`src/rtl/lv_hv_shadow_poll_ctrl.sv`:
```
// ============================================================================
// lv_hv_shadow_poll_ctrl
// ----------------------------------------------------------------------------
// LV-side poll scheduler. It sweeps the seven HV shadow-register addresses
// and issues an OWT read command for each one. It then waits for the matching
// response on the OWT RX bus, retrying failed reads, and flags HV comms
// failure once per sweep.
//
// Ports:
//   i_clk, i_rst        clock, synchronous active-high reset
//   i_poll_en           level, enables periodic sweeps
//   i_sweep_force       pulse, requests a sweep as soon as the block is idle
//   o_owt_tx_req/cmd    read-command request towards OWT TX, {1'b0, addr}
//   i_owt_tx_ack        OWT TX accepted the command this cycle
//   i_owt_rx_ack/cmd/   OWT RX response valid, response command (MSB = response
//   i_owt_rx_status       flag, low bits = address), status (1 = error)
//   o_busy              sweep in progress
//   o_cur_idx           current address-table index (meaningful while busy)
//   o_sweep_done        one-cycle pulse when a sweep finishes
//   o_hv_comm_err       set at sweep end if any address exhausted its retries
//   o_err_cnt           saturating count of addresses that exhausted retries
// ============================================================================
module lv_hv_shadow_poll_ctrl #(
   parameter int OWT_CMD_BIT_NUM   = 8,
   parameter int REG_AW            = 7,
   parameter int POLL_INTERVAL_CYC = 1000,
   parameter int RSP_TIMEOUT_CYC   = 256,
   parameter int MAX_RETRY         = 2,
   parameter int ERR_CNT_W         = 8
) (
   input  logic                       i_clk,
   input  logic                       i_rst,
   input  logic                       i_poll_en,
   input  logic                       i_sweep_force,
   output logic                       o_owt_tx_req,
   output logic [OWT_CMD_BIT_NUM-1:0] o_owt_tx_cmd,
   input  logic                       i_owt_tx_ack,
   input  logic                       i_owt_rx_ack,
   input  logic [OWT_CMD_BIT_NUM-1:0] i_owt_rx_cmd,
   input  logic                       i_owt_rx_status,
   output logic                       o_busy,
   output logic [2:0]                 o_cur_idx,
   output logic                       o_sweep_done,
   output logic                       o_hv_comm_err,
   output logic [ERR_CNT_W-1:0]       o_err_cnt
);

   // Counters only ever reach (limit - 1), so clog2(limit) bits are enough.
   localparam int IVL_W  = $clog2(POLL_INTERVAL_CYC);
   localparam int TMO_W  = $clog2(RSP_TIMEOUT_CYC);
   localparam int RTRY_W = (MAX_RETRY > 0) ? $clog2(MAX_RETRY + 1) : 1;

   localparam logic [IVL_W-1:0]  IVL_LAST  = IVL_W'(POLL_INTERVAL_CYC - 1);
   localparam logic [TMO_W-1:0]  TMO_LAST  = TMO_W'(RSP_TIMEOUT_CYC - 1);
   localparam logic [RTRY_W-1:0] RTRY_MAX  = RTRY_W'(MAX_RETRY);
   localparam logic [2:0]        LAST_IDX  = 3'd6;

   typedef enum logic [1:0] {
      IDLE,
      SEND,
      WAIT_RSP,
      NEXT
   } state_t;

   state_t                       state_q;
   logic [2:0]                   idx_q;
   logic [RTRY_W-1:0]            retryCnt_q;
   logic [TMO_W-1:0]             timer_q;
   logic [IVL_W-1:0]             ivlCnt_q;
   logic                         forcePend_q;
   logic                         sweepFail_q;
   logic                         txReq_q;
   logic [OWT_CMD_BIT_NUM-1:0]   txCmd_q;
   logic                         busy_q;
   logic                         sweepDone_q;
   logic                         commErr_q;
   logic [ERR_CNT_W-1:0]         errCnt_q;
   logic [ERR_CNT_W-1:0]         errCnt_d;
   logic                         startSweep;
   logic                         rspMatch;

   // Fixed shadow-register address table.
   function automatic logic [REG_AW-1:0] addrOf(input logic [2:0] idx);
      case (idx)
         3'd0:    addrOf = REG_AW'(7'h08);
         3'd1:    addrOf = REG_AW'(7'h0A);
         3'd2:    addrOf = REG_AW'(7'h0C);
         3'd3:    addrOf = REG_AW'(7'h0D);
         3'd4:    addrOf = REG_AW'(7'h14);
         3'd5:    addrOf = REG_AW'(7'h15);
         3'd6:    addrOf = REG_AW'(7'h1F);
         default: addrOf = '0;
      endcase
   endfunction

   // A pending force wins regardless of the interval counter; only meaningful in IDLE.
   assign startSweep = (i_poll_en && (ivlCnt_q == IVL_LAST)) || forcePend_q;

   // A good response must be flagged as a response, echo the address we asked for, and report no error.
   assign rspMatch = i_owt_rx_cmd[OWT_CMD_BIT_NUM-1]
                     && (i_owt_rx_cmd[REG_AW-1:0] == addrOf(idx_q))
                     && !i_owt_rx_status;

   // The error counter sticks at all-ones instead of wrapping.
   assign errCnt_d = (&errCnt_q) ? errCnt_q : errCnt_q + ERR_CNT_W'(1);

   // Sweep FSM with all outputs registered. The force request is latched at
   // the top so that pulses arriving mid-sweep collapse into one pending
   // sweep. The IDLE branch clears the latch when a sweep starts, which also
   // absorbs a pulse that lands on the start cycle itself.
   always_ff @(posedge i_clk) begin
      if (i_rst) begin
         state_q     <= IDLE;
         idx_q       <= '0;
         retryCnt_q  <= '0;
         timer_q     <= '0;
         ivlCnt_q    <= '0;
         forcePend_q <= 1'b0;
         sweepFail_q <= 1'b0;
         txReq_q     <= 1'b0;
         txCmd_q     <= '0;
         busy_q      <= 1'b0;
         sweepDone_q <= 1'b0;
         commErr_q   <= 1'b0;
         errCnt_q    <= '0;
      end else begin
         sweepDone_q <= 1'b0;
         if (i_sweep_force) begin
            forcePend_q <= 1'b1;
         end
         case (state_q)
            IDLE: begin
               if (startSweep) begin
                  state_q     <= SEND;
                  busy_q      <= 1'b1;
                  txReq_q     <= 1'b1;
                  txCmd_q     <= {1'b0, addrOf(3'd0)};
                  idx_q       <= '0;
                  retryCnt_q  <= '0;
                  ivlCnt_q    <= '0;
                  forcePend_q <= 1'b0;
               end else if (i_poll_en) begin
                  ivlCnt_q <= ivlCnt_q + IVL_W'(1);
               end else begin
                  ivlCnt_q <= '0;
               end
            end
            SEND: begin
               if (i_owt_tx_ack) begin
                  state_q <= WAIT_RSP;
                  txReq_q <= 1'b0;
                  timer_q <= '0;
               end
            end
            WAIT_RSP: begin
               timer_q <= timer_q + TMO_W'(1);
               // A response arriving on the timeout cycle still decides the outcome.
               if (i_owt_rx_ack || (timer_q == TMO_LAST)) begin
                  if (i_owt_rx_ack && rspMatch) begin
                     state_q <= NEXT;
                  end else if (retryCnt_q < RTRY_MAX) begin
                     retryCnt_q <= retryCnt_q + RTRY_W'(1);
                     state_q    <= SEND;
                     txReq_q    <= 1'b1;
                  end else begin
                     errCnt_q    <= errCnt_d;
                     sweepFail_q <= 1'b1;
                     state_q     <= NEXT;
                  end
               end
            end
            NEXT: begin
               if (idx_q == LAST_IDX) begin
                  sweepDone_q <= 1'b1;
                  commErr_q   <= sweepFail_q;
                  sweepFail_q <= 1'b0;
                  busy_q      <= 1'b0;
                  state_q     <= IDLE;
               end else begin
                  idx_q      <= idx_q + 3'd1;
                  retryCnt_q <= '0;
                  txReq_q    <= 1'b1;
                  txCmd_q    <= {1'b0, addrOf(idx_q + 3'd1)};
                  state_q    <= SEND;
               end
            end
            default: begin
               state_q <= IDLE;
            end
         endcase
      end
   end

   assign o_owt_tx_req  = txReq_q;
   assign o_owt_tx_cmd  = txCmd_q;
   assign o_busy        = busy_q;
   assign o_cur_idx     = idx_q;
   assign o_sweep_done  = sweepDone_q;
   assign o_hv_comm_err = commErr_q;
   assign o_err_cnt     = errCnt_q;

endmodule

```
`config.mk`:
```
export PLATFORM = sky130hd
export DESIGN_NAME = lv_hv_shadow_poll_ctrl
export DESIGN_NICKNAME = d
export VERILOG_FILES = /design/src/rtl/lv_hv_shadow_poll_ctrl.sv
export SDC_FILE = /design/constraint.sdc
export NUM_CORES = 1
export LEC_CHECK = 0
export CORE_ASPECT_RATIO = 2
export CORE_MARGIN = 2
export CORE_UTILIZATION = 40
export CTS_CLUSTER_SIZE = 10
export DETAILED_ROUTE_END_ITERATION = 8
export SLEW_MARGIN = 20
export SYNTH_ARGS = -nofsm -noshare
export SYNTH_HDL_FRONTEND = slang
export SYNTH_SLANG_ARGS = --single-unit
```
`constraint.sdc`:
```
create_clock -name i_clk -period 2.8 [get_ports i_clk]
set_input_delay 0.42 -clock i_clk [delete_from_list [all_inputs] [get_ports i_clk]]
set_output_delay 0.42 -clock i_clk [all_outputs]
set_load 0.02 [all_outputs]
```
==> flow_summary.toml, run 1 <==
[run_status]
outcome = "finished clean"

[sta]
grt_setup_unrepaired = "yes"
period_share_pct = 92.05
hold_slack_ps = 453.8
relSlewSlack_pct = 43.04
slew_viol_final = 0
fmax_mhz = 388.0
tightest_slew_ps = 851.7
finalClockSkew_ps = 5.045
setup_viol = 0
period_needed_ps = 2577
hold_violations = 0

[hold_path]
min_path_type = "reg2reg"
hold_path_depth = 2

[power]
powerDensity_nw_per_um2 = 480.3
ir_drop_mv = 0.4381
p_leak_nw = 1.122
p_total_mw = 1.519

[worst_setup_path]
required_ps = 3020
startpoint_type = "register"
cp-end-kind = "register"
crit_arrival_ps = 2800
critical_path_class = "reg2reg"
crit_fanout = 16
r2r_cells = 9

[detailed_routing]
drt-total-wl_um = 6213
vias = 2324
ant_nets = 0
drt_iter0_markers = 108
drc = 0
dr.pass1.iters = 4
via_per_inst = 5.367
post_drt_wl_per_cell_um = 14.35

[global_route]
grt_overflow_total = 0
track_usage_pct = 18.63
grt_max_degree = 23
antenna_found_initial = 0
grt_pass1_wl_um = 10380
grt_pass1_vias = 2260

[flow_run]
cap_violations = 0

[yosys]
async_flop_share_pct = 0
synth_edf_count = 0
synth.ff_latch_count = 44
syn_area_um2 = 2585
synth_cells = 311
yosysTopAreaCellShare_pct = 34.08
yosysWarnings = 0
seq_area_frac_synth_pct = 34.08
synth_area_per_cell_um2 = 8.312
synth_area_leader_cell = "dfxtp_1"
synthTopCellsByArea = "dfxtp_1, ha_1, nor2_1"
ys_types = 64
synth-main-ff-cell = "dfxtp_1"

[clock_tree]
cts_buffer_depth = 2
clk_pin_slew_ps = 60
cts.sinks = 44
cts-root-buf = "clkbuf_16"
insertion_delay_ps = 290
cts_setup_buffers = 0
cts_tree = "yes"
htree_levels = 2
cts_buffers = 5
cts_hold_buf = 0
post_cts_resized = 0

[placement]
dp_hpwl_um = 4694
place_area_um2 = 3009
routabilityCongestion = 0.8535
io_buffers = 34

[floorplan]
start_util_pct = 41.30
ios = 38
dieWidth_um = 60.85
die_h_um = 117.7
die-area_um2 = 7161
placementRows = 41
coreArea_um2 = 6259

[cells_and_area]
layout_common_cells = "dfxtp_1, nor2_1, clkdlybuf4s50_1"
multiInputGateArea_um2 = 1575
diodes = 0
drive_gt1_share_pct = 11.53
nFillCells = 634
fin_area_um2 = 3162
regArea_um2 = 880.8
layout_commonest_cell = "dfxtp_1"
final_nets = 373
syn_to_final_growth_pct = 22.31
final_core_util_pct = 50.52
## worst max-delay path: stages, from the launching register on
cell and delay (ps):
dfxtp_1 450, ha_2 280, ha_1 270, o21ai_0 110
a32oi_1 250, xor2_1 270, nor4_2 100, buf_12 150
or4_1 490, a21oi_1 140
## routing by layer
metal / share of wire (%) / global-route usage (%) / wire [um] / up-vias
met2: 55 / 33.67 / 3420 / 42
met4: 2.2 / 7.337 / 134 / 0
met5: 0 / 0 / 0 / -
met3: 2.9 / 2.857 / 182 / 8
met1: 40 / 20.36 / 2474 / 1082
li1: - / - / - / 1192
## final cells by class
cell class	instances	area share (%)
clock inverter	3	0.5936
clock buffer	5	3.957
tap	86	3.403
timing repair buffer	45	13.77
sequential	44	27.86
inverter	5	0.5936
multi-input combinational	245	49.82
## cells in the mapped netlist, types with 3 or more instances
| cell | n |
|---|---|
| nor3_1 | 8 |
| inv_1 | 5 |
| and3_1 | 7 |
| nor3b_1 | 3 |
| clkbuf_1 | 8 |
| a311oi_1 | 7 |
| nor2_1 | 40 |
| buf_4 | 5 |
| nand2b_1 | 7 |
| a2111oi_0 | 3 |
| nand2_1 | 26 |
| or3_1 | 5 |
| nand4_1 | 6 |
| o21ai_0 | 15 |
| nor2b_1 | 6 |
| dfxtp_1 | 44 |
| o21a_1 | 5 |
| a21oi_1 | 26 |
| nand3_1 | 8 |
| ha_1 | 12 |
| xor2_1 | 5 |
| and2_2 | 3 |
| mux2i_1 | 3 |
| a31oi_1 | 6 |
## registers in the layout (all words and copies together) (netlist names)
| register | cells |
|---|---|
| retryCnt_q | 2 |
| forcePend_q | 1 |
| o_busy | 1 |
| o_owt_tx_req | 1 |
| ivlCnt_q | 10 |
| o_err_cnt | 8 |
| state_q | 2 |
| o_hv_comm_err | 1 |
| o_sweep_done | 1 |
| o_owt_tx_cmd | 5 |
| timer_q | 8 |
| sweepFail_q | 1 |
| o_cur_idx | 3 |
## worst paths after layout
path                                 startpoint  slack, ps         endpoint
worst max register to register     o_cur_idx[0]        220     o_err_cnt[7]
worst max-delay path               o_cur_idx[0]        220     o_err_cnt[7]
worst min-delay path            o_owt_tx_cmd[2]        450  o_owt_tx_cmd[2]
worst min register to register  o_owt_tx_cmd[2]        450  o_owt_tx_cmd[2]
## cell families after synthesis
logic type      after synthesis  synth area share, %
mux                           5                2.033
other cells                   1               0.1451
flops                        44                34.08
fa+ha+maj                    12                5.808
simple gates                140                29.53
buf+inv                      24                5.615
xor+xnor                      7                2.372
compound gates               78                20.43
## stage by stage
stage	setup TNS, ps	worst slack [ps]	cells
6_report	0	222.5	433
4_1_cts	0	227.4	433
2_1_floorplan	0	308.9	313
3_3_place_gp	0	306.0	425
3_5_place_dp	0	250.0	425
5_1_grt	-11.07	-11.07	433
## power breakdown
group / switching [mW] / internal (mW) / total (mW)
Sequential: 0.0212 / 0.645 / 0.667
Combinational: 0.148 / 0.115 / 0.264
Clock: 0.259 / 0.329 / 0.588
Total: 0.429 / 1.09 / 1.52
(Power assumes the default switching activity.)
==> run 2: changes to the inputs <==
Settings changed: GPL_ROUTABILITY_DRIVEN set to 0.
==> results of run 2 <==
Same layout as run 1: the final DEF is identical, and so are final timing and power.
